`config.mk`:
```
export PLATFORM = sky130hd
export DESIGN_NAME = alu_decode_stage
export DESIGN_NICKNAME = d
export VERILOG_FILES = /design/src/rtl/alu_pkg.sv /design/src/rtl/alu_ctrl_comb.sv /design/src/rtl/alu_decode_stage.sv
export SDC_FILE = /design/constraint.sdc
export NUM_CORES = 1
export LEC_CHECK = 0
export ABC_AREA = 1
export CAP_MARGIN = 20
export CORE_UTILIZATION = 36
export DETAILED_ROUTE_END_ITERATION = 6
export GPL_TIMING_DRIVEN = 0
export PLACE_DENSITY = 0.8
export SLEW_MARGIN = 10
export SYNTH_ARGS = -nofsm -noshare
export SYNTH_HDL_FRONTEND = slang
export SYNTH_SLANG_ARGS = --single-unit
```
`constraint.sdc`:
```
create_clock -name clk -period 1.3 [get_ports clk]
set_input_delay 0.195 -clock clk [delete_from_list [all_inputs] [get_ports clk]]
set_output_delay 0.195 -clock clk [all_outputs]
set_load 0.02 [all_outputs]
```
`src/rtl/alu_pkg.sv`:
```
// -----------------------------------------------------------------------------
// alu_pkg
// Shared constants for the ALU decode stage:
//   - alu_ctrl codes driven to the execute-stage ALU
//   - alu_op classes produced by the main instruction decoder
//   - funct7 classes recognised by the ALU decoder
//   - state type of the decode-stage handshake FSM
// Optional feature macro used by the importing files: ALU_DECODE_MEXT_EN.
// -----------------------------------------------------------------------------
package alu_pkg;

    // ALU control codes
    localparam logic [3:0] CTRL_ADD  = 4'b0000;
    localparam logic [3:0] CTRL_SLL  = 4'b0001;
    localparam logic [3:0] CTRL_SLT  = 4'b0010;
    localparam logic [3:0] CTRL_SLTU = 4'b0011;
    localparam logic [3:0] CTRL_XOR  = 4'b0100;
    localparam logic [3:0] CTRL_SRA  = 4'b0101;
    localparam logic [3:0] CTRL_OR   = 4'b0110;
    localparam logic [3:0] CTRL_AND  = 4'b0111;
    localparam logic [3:0] CTRL_SUB  = 4'b1000;
    localparam logic [3:0] CTRL_SRL  = 4'b1101;

    // Main-decoder ALU classes
    localparam logic [1:0] ALUOP_ADD   = 2'b00;  // loads/stores: address add
    localparam logic [1:0] ALUOP_SUB   = 2'b01;  // branches: compare by subtract
    localparam logic [1:0] ALUOP_FUNCT = 2'b10;  // decode from funct3/funct7
    localparam logic [1:0] ALUOP_SLTU  = 2'b11;  // unsigned compare

    // funct7 classes
    localparam logic [6:0] F7_BASE = 7'b0000000;
    localparam logic [6:0] F7_ALT  = 7'b0100000;  // sub / sra
    localparam logic [6:0] F7_MEXT = 7'b0000001;  // multiply/divide group

    typedef enum logic [1:0] {
        ST_EMPTY    = 2'b00,
        ST_FULL     = 2'b01,
        ST_DIV_WAIT = 2'b10
    } state_t;

endpackage

```
`src/rtl/alu_ctrl_comb.sv`:
```
// -----------------------------------------------------------------------------
// alu_ctrl_comb
// Purely combinational ALU-control decoder.
// Ports:
//   opb5     in  opcode bit 5 (1 = R-type)
//   funct3   in  instruction funct3
//   funct7   in  instruction funct7
//   alu_op   in  main-decoder ALU class
//   alu_ctrl out ALU control code (0000 when illegal or M-extension)
//   illegal  out encoding not legal for the ALU
//   md_en    out op belongs to the M extension
// Macro ALU_DECODE_MEXT_EN: recognise R-type funct7=0000001 as M extension;
// without it that encoding is illegal and md_en stays 0.
// -----------------------------------------------------------------------------
module alu_ctrl_comb
    import alu_pkg::*;
(
    input  logic       opb5,
    input  logic [2:0] funct3,
    input  logic [6:0] funct7,
    input  logic [1:0] alu_op,
    output logic [3:0] alu_ctrl,
    output logic       illegal,
    output logic       md_en
);

    logic       is_mext;
    logic [3:0] fn_ctrl;
    logic       fn_illegal;

`ifdef ALU_DECODE_MEXT_EN
    assign is_mext = opb5 & (funct7 == F7_MEXT);
`else
    assign is_mext = 1'b0;
`endif

    // Register-register and register-immediate decode by funct3
    always_comb begin
        fn_ctrl = CTRL_ADD;
        unique case (funct3)
            3'b000: fn_ctrl = (opb5 & funct7[5]) ? CTRL_SUB : CTRL_ADD;
            3'b001: fn_ctrl = CTRL_SLL;
            3'b010: fn_ctrl = CTRL_SLT;
            3'b011: fn_ctrl = CTRL_SLTU;
            3'b100: fn_ctrl = CTRL_XOR;
            3'b101: fn_ctrl = funct7[5] ? CTRL_SRA : CTRL_SRL;
            3'b110: fn_ctrl = CTRL_OR;
            3'b111: fn_ctrl = CTRL_AND;
        endcase
    end

    // For I-type ops funct7 is immediate bits, so only the shift forms check it
    always_comb begin
        fn_illegal = 1'b0;
        if (opb5 && (funct7 != F7_BASE) && (funct7 != F7_ALT))
            fn_illegal = 1'b1;
        if (opb5 && (funct7 == F7_ALT) && (funct3 != 3'b000) && (funct3 != 3'b101))
            fn_illegal = 1'b1;
        if ((funct3 == 3'b001) && (funct7 != F7_BASE))
            fn_illegal = 1'b1;
        if ((funct3 == 3'b101) && (funct7 != F7_BASE) && (funct7 != F7_ALT))
            fn_illegal = 1'b1;
    end

    always_comb begin
        alu_ctrl = CTRL_ADD;
        illegal  = 1'b0;
        md_en    = 1'b0;
        unique case (alu_op)
            ALUOP_ADD:  alu_ctrl = CTRL_ADD;
            ALUOP_SUB:  alu_ctrl = CTRL_SUB;
            ALUOP_SLTU: alu_ctrl = CTRL_SLTU;
            ALUOP_FUNCT: begin
                if (is_mext) begin
                    md_en = 1'b1;
                end else begin
                    illegal  = fn_illegal;
                    alu_ctrl = fn_illegal ? CTRL_ADD : fn_ctrl;
                end
            end
        endcase
    end

endmodule

```
`src/rtl/alu_decode_stage.sv`:
```
// -----------------------------------------------------------------------------
// alu_decode_stage
// Registered ALU decode stage with valid/ready handshake and divider occupancy.
// Ports:
//   clk, rst_n          clock (rising edge), asynchronous active-low reset
//   flush               synchronous kill of the held or pending op
//   in_valid / in_ready upstream handshake
//   opb5, funct3, funct7, alu_op  instruction fields to decode
//   out_valid / out_ready         downstream handshake
//   alu_ctrl, md_en, md_op, illegal  registered decode results
//   busy                divider occupancy in progress
// Parameters: DIV_CYCLES (1..255) divide latency, CNT_W counter width.
// Macro ALU_DECODE_MEXT_EN: enables M-extension decode, the occupancy counter
// and the DIV_WAIT state; without it busy is tied 0 and DIV_WAIT is unreachable.
// -----------------------------------------------------------------------------
module alu_decode_stage
    import alu_pkg::*;
#(
    parameter int DIV_CYCLES = 32,
    parameter int CNT_W      = 8
) (
    input  logic       clk,
    input  logic       rst_n,
    input  logic       flush,
    input  logic       in_valid,
    output logic       in_ready,
    input  logic       opb5,
    input  logic [2:0] funct3,
    input  logic [6:0] funct7,
    input  logic [1:0] alu_op,
    output logic       out_valid,
    input  logic       out_ready,
    output logic [3:0] alu_ctrl,
    output logic       md_en,
    output logic [2:0] md_op,
    output logic       illegal,
    output logic       busy
);

    if (DIV_CYCLES < 1 || DIV_CYCLES > 255 || (2 ** CNT_W) <= DIV_CYCLES) begin : g_cfg_check
        $error("alu_decode_stage: DIV_CYCLES must be 1..255 and fit in CNT_W bits");
    end

    state_t     state;
    logic       ready_en;   // keeps in_ready low until the first edge after reset
    logic       accept;
    logic [3:0] dec_ctrl_p0;
    logic       dec_ill_p0;
    logic       dec_md_p0;

    // Stage p0: combinational decode of the incoming fields
    alu_ctrl_comb u_ctrl (
        .opb5     (opb5),
        .funct3   (funct3),
        .funct7   (funct7),
        .alu_op   (alu_op),
        .alu_ctrl (dec_ctrl_p0),
        .illegal  (dec_ill_p0),
        .md_en    (dec_md_p0)
    );

    assign in_ready = ready_en & ~flush &
                      ((state == ST_EMPTY) | ((state == ST_FULL) & out_ready));
    assign accept   = in_valid & in_ready;

`ifdef ALU_DECODE_MEXT_EN
    localparam logic [CNT_W-1:0] DIV_LOAD = CNT_W'(DIV_CYCLES - 1);
    logic [CNT_W-1:0] cnt;
    logic             is_div_p0;
    assign is_div_p0 = dec_md_p0 & funct3[2];
`else
    assign busy = 1'b0;
`endif

    // Stage p1: registered handshake state and decode results
    always_ff @(posedge clk or negedge rst_n) begin
        if (!rst_n) begin
            state     <= ST_EMPTY;
            ready_en  <= 1'b0;
            out_valid <= 1'b0;
            alu_ctrl  <= 4'b0000;
            md_en     <= 1'b0;
            md_op     <= 3'b000;
            illegal   <= 1'b0;
`ifdef ALU_DECODE_MEXT_EN
            busy      <= 1'b0;
            cnt       <= '0;
`endif
        end else begin
            ready_en <= 1'b1;
            if (flush) begin
                state     <= ST_EMPTY;
                out_valid <= 1'b0;
`ifdef ALU_DECODE_MEXT_EN
                busy      <= 1'b0;
                cnt       <= '0;
`endif
            end else begin
                case (state)
                    ST_EMPTY, ST_FULL: begin
                        if (accept) begin
                            alu_ctrl <= dec_ctrl_p0;
                            illegal  <= dec_ill_p0;
                            md_en    <= dec_md_p0;
                            md_op    <= dec_md_p0 ? funct3 : 3'b000;
`ifdef ALU_DECODE_MEXT_EN
                            // A one-cycle divide skips DIV_WAIT entirely
                            if (is_div_p0 && (DIV_LOAD != '0)) begin
                                state     <= ST_DIV_WAIT;
                                out_valid <= 1'b0;
                                busy      <= 1'b1;
                                cnt       <= DIV_LOAD;
                            end else
`endif
                            begin
                                state     <= ST_FULL;
                                out_valid <= 1'b1;
                            end
                        end else if ((state == ST_FULL) && out_ready) begin
                            state     <= ST_EMPTY;
                            out_valid <= 1'b0;
                        end
                    end
`ifdef ALU_DECODE_MEXT_EN
                    // Leave on the edge where the counter reaches zero so that
                    // out_valid appears DIV_CYCLES edges after acceptance
                    ST_DIV_WAIT: begin
                        cnt <= cnt - CNT_W'(1);
                        if (cnt == CNT_W'(1)) begin
                            state     <= ST_FULL;
                            out_valid <= 1'b1;
                            busy      <= 1'b0;
                        end
                    end
`endif
                    default: begin
                        state     <= ST_EMPTY;
                        out_valid <= 1'b0;
                    end
                endcase
            end
        end
    end

endmodule

```
==> metrics list <==
- Antenna violations before repair: 0
- Timing would allow up to 816 MHz.
- STA puts the critical path data required time at 1.11 ns.
- Width of the die: 40.2 um
- The worst register-to-register path begins at ready_en$_DFF_PN0_.
- Including well taps, the total number of placed cells is 118.
- The top cell type by area accounts for 33.4% of the synthesized area.
- Following the worst setup path forward leads to its endpoint at in_ready.
- Clock skew: 0.00174 ns
- TritonCTS built the clock tree.
* Most common flop cell mapped by yosys: sky130_fd_sc_hd__dfrtp_1
- For the worst-skew pair, the clock arrives at the later sink with an insertion delay of 0.26 ns.
- The path class of the tightest hold or removal check is in2async.
- Area of all placed cells without fillers: 822 um2
* Number of sinks driven by the clock tree: 7
- Buffers on Ports: 24
- Run status: complete, no violations
- Total inserted antenna cells: 0
* Cell type contributing the most total cell area after synthesis: sky130_fd_sc_hd__dfrtp_1
- For this run, design rule violations remaining after detail routing come to 0.
- The die is 40.2 um tall.
* Most area-consuming cells after synthesis: sky130_fd_sc_hd__dfrtp_1 33%, sky130_fd_sc_hd__nand2_1 12%, sky130_fd_sc_hd__buf_4 7.2%, sky130_fd_sc_hd__inv_1 7.2%, sky130_fd_sc_hd__nor2_1 5.7%
* Final net count: 126
- The analysis attributes to cell leakage a power of 0.444 nW.
* DP Wirelength: 893 um
- Portion of the post-synthesis area used by sequential elements: 33.4%
- Register-to-register path setup slack: 0.21 ns
* Final Hold Fails: 0
* Number of flops mapped to enable cells by yosys: 0
* First-pass GRT wire length: 1570 um
- Setup violations remaining at the end of the flow were counted as 0.
* Grt total ovfl: 0
- Clock-pin slew on the worst setup and hold paths: 0.05 ns
- Share of final-layout standard cells stronger than drive strength 1: 21.5%
* Depth of the worst register-to-register path: 7
- In the finished design, the share of the clock period the worst path needs comes to 94.3%.
- RSZ-0062 raised after global routing: no
- After floorplanning, the core was divided into 13 placement rows.
* Maximum fanout along the worst path: 3
* Synth warnings: 0
- In this run the remaining antenna-violating nets after routing total 0.
- For this run, the number of standard cells in the final layout without fillers is 122.
* Worst ir drop on vdd: 686 uV
* Sort of element at the end of the critical path: output pin
- Post-CTS Repair Setup Buffers: 0
- After detailed routing, the number of vias per cell comes to 4.20.
- The first routing iteration left 8 violations.
- GP Congestion: 0.804
- Pin count of the biggest net entering global routing: 8
- The clock passes through at most 2 buffers.
* Post-layout min period: 1.23 ns
- The via count of the first global-routing pass is 389.
* Launching element type of the critical path: flip-flop
- Global routing used 15.3% of the available tracks across all layers.
- Endpoint of the worst-slack reg-to-reg timing path: alu_ctrl[3]$_DFFE_PN0P_
- Tracing the worst setup path back leads to its startpoint at out_valid$_DFFE_PN0P_.
* 1st-pass router iterations: 4
- Number of vias after detailed routing: 512
- Root Driver: sky130_fd_sc_hd__clkbuf_4
- In the final routed layout, each cell accounts on average for 8.66 um.
- After synthesis, the netlist uses 21 different library cells.
* Total of flip-flops plus latches after synthesis: 7
- Cell area after synthesis: 524 um2
* Arrival time of data at the critical path endpoint: 1.03 ns
- The floorplan step defined a core boundary enclosing 1330 um2.
- Area after detailed placement: 798 um2
- Buffers inserted during clock tree synthesis total 3.
- Mean post-synth cell area: 6.99 um2
- 30 I/O pins were placed.
- Detailed-route wire length: 1060 um
- Areal power density over the cells: 859 nW/um2
- In the synthesized netlist the async set-or-reset flop fraction comes to 100%.
- Max-cap violations in this run came to 0.
* Critical path start-end classification: reg2out
- In this run the number of H-tree levels came out at 1.
- Max-slew violation total from the final report: 0
- By count the netlist is led by 17 x sky130_fd_sc_hd__nand2_1, 10 x sky130_fd_sc_hd__inv_1, 8 x sky130_fd_sc_hd__nor2_1, 7 x sky130_fd_sc_hd__dfrtp_1, 5 x sky130_fd_sc_hd__buf_4.
- Area overhead of the layout relative to synthesis: 56.8%
- After technology mapping, the gate count stands at 75.
- Cell with the most instances after synthesis: sky130_fd_sc_hd__nand2_1
* Die Outline Area: 1610 um2
* Initial core utilization: 39.3%
[how the worst min path moves through the flow]
stage	endpoint	slack, ns
after detailed placement	illegal$_DFFE_PN0P_	0.47
after floorplan	alu_ctrl[0]$_DFFE_PN0P_	-0.10
final	out_valid$_DFFE_PN0P_	0.20
after global routing	ready_en$_DFF_PN0_	0.22
after global placement	illegal$_DFFE_PN0P_	0.47
after CTS	alu_ctrl[0]$_DFFE_PN0P_	0.21
[layout by cell type, fill, tap and decap left out]
cell type,n
sky130_fd_sc_hd__a21boi_1,2
sky130_fd_sc_hd__a21oi_1,1
sky130_fd_sc_hd__a21oi_2,1
sky130_fd_sc_hd__buf_4,6
sky130_fd_sc_hd__clkbuf_1,1
sky130_fd_sc_hd__clkbuf_4,3
sky130_fd_sc_hd__clkdlybuf4s50_1,16
sky130_fd_sc_hd__conb_1,6
sky130_fd_sc_hd__dfrtp_1,7
sky130_fd_sc_hd__dlygate4sd2_1,6
sky130_fd_sc_hd__dlymetal6s2s_1,1
sky130_fd_sc_hd__inv_1,10
sky130_fd_sc_hd__inv_2,2
sky130_fd_sc_hd__nand2_1,17
sky130_fd_sc_hd__nand2_2,3
sky130_fd_sc_hd__nand2_4,1
sky130_fd_sc_hd__nand3_1,2
sky130_fd_sc_hd__nand3_2,1
sky130_fd_sc_hd__nand3_4,1
sky130_fd_sc_hd__nand3b_1,2
sky130_fd_sc_hd__nor2_1,8
sky130_fd_sc_hd__nor2_2,4
sky130_fd_sc_hd__o21ai_0,2
sky130_fd_sc_hd__o21ai_1,1
sky130_fd_sc_hd__or2_1,2
sky130_fd_sc_hd__or2_2,1
[worst max-delay path, cell delays in order (launching register included)]
cell and delay [ns]:
sky130_fd_sc_hd__dfrtp_1 0.40, sky130_fd_sc_hd__nand2_4 0.08, sky130_fd_sc_hd__nand2_1 0.05, sky130_fd_sc_hd__nor2_1 0.09, sky130_fd_sc_hd__buf_4 0.14
[metrics by stage]
step / power, mW / hold WS [ns] / setup WS (ns) / TNS, ns / util [%]
4_1_cts: 0.707 / 0.212 / -0.0137 / -0.0137 / 61.1
6_report: 0.706 / 0.198 / 0.0747 / 0 / 61.6
2_1_floorplan: 0.396 / -0.101 / 0.144 / 0 / -
5_1_grt: 0.754 / 0.218 / 0.000375 / 0 / 61.6
3_5_place_dp: 0.524 / 0.469 / -0.469 / -0.869 / 59.8
3_3_place_gp: 0.521 / 0.473 / -0.439 / -0.712 / 59.8
[sequential cells by signal, summed over array words and instances (netlist names)]
signal	cells
alu_ctrl	4
out_valid	1
ready_en	1
illegal	1
[layer usage]
layer  share of wire [%]  global-route usage, %  routed length [um]
met4                0.85                   5.17                   9
met1                  45                   16.7                 477
met5                   0                      0                   0
met2                  49                   25.0                 515
met3                 5.2                   8.33                  55
[area by class of cell]
cell class,instances,area (um2)
Fill cell,135,512
Inverter,12,45.0
Tap cell,15,18.8
Buffer,5,37.5
Sequential cell,7,175
Clock buffer,4,26.3
Timing Repair Buffer,24,233
Multi-Input combinational cell,55,287
[timing repair]
item | CTS | global route
endpoints found under the setup margin | 7 | 1
gates resized for setup | 11 | 3
pin swaps | 0 | 2
hold buffers | 0 | 0
gates cloned | 0 | 0
[logic make-up after synthesis]
family	after synthesis	share of synthesized area, %
AO/OA/AOI/OAI	7	8.35
buffers and inverters	17	15.8
flip-flops	7	33.4
other	2	1.43
AND/OR/NAND/NOR	42	41.0
[power by group]
group          total (mW)  leakage, nW  internal, mW  switching, mW
registers           0.256       0.0865         0.245         0.0110
clock network       0.205       0.0150         0.118         0.0874
logic               0.245        0.342         0.120          0.125
No activity file was read; power rests on OpenSTA's default activity.
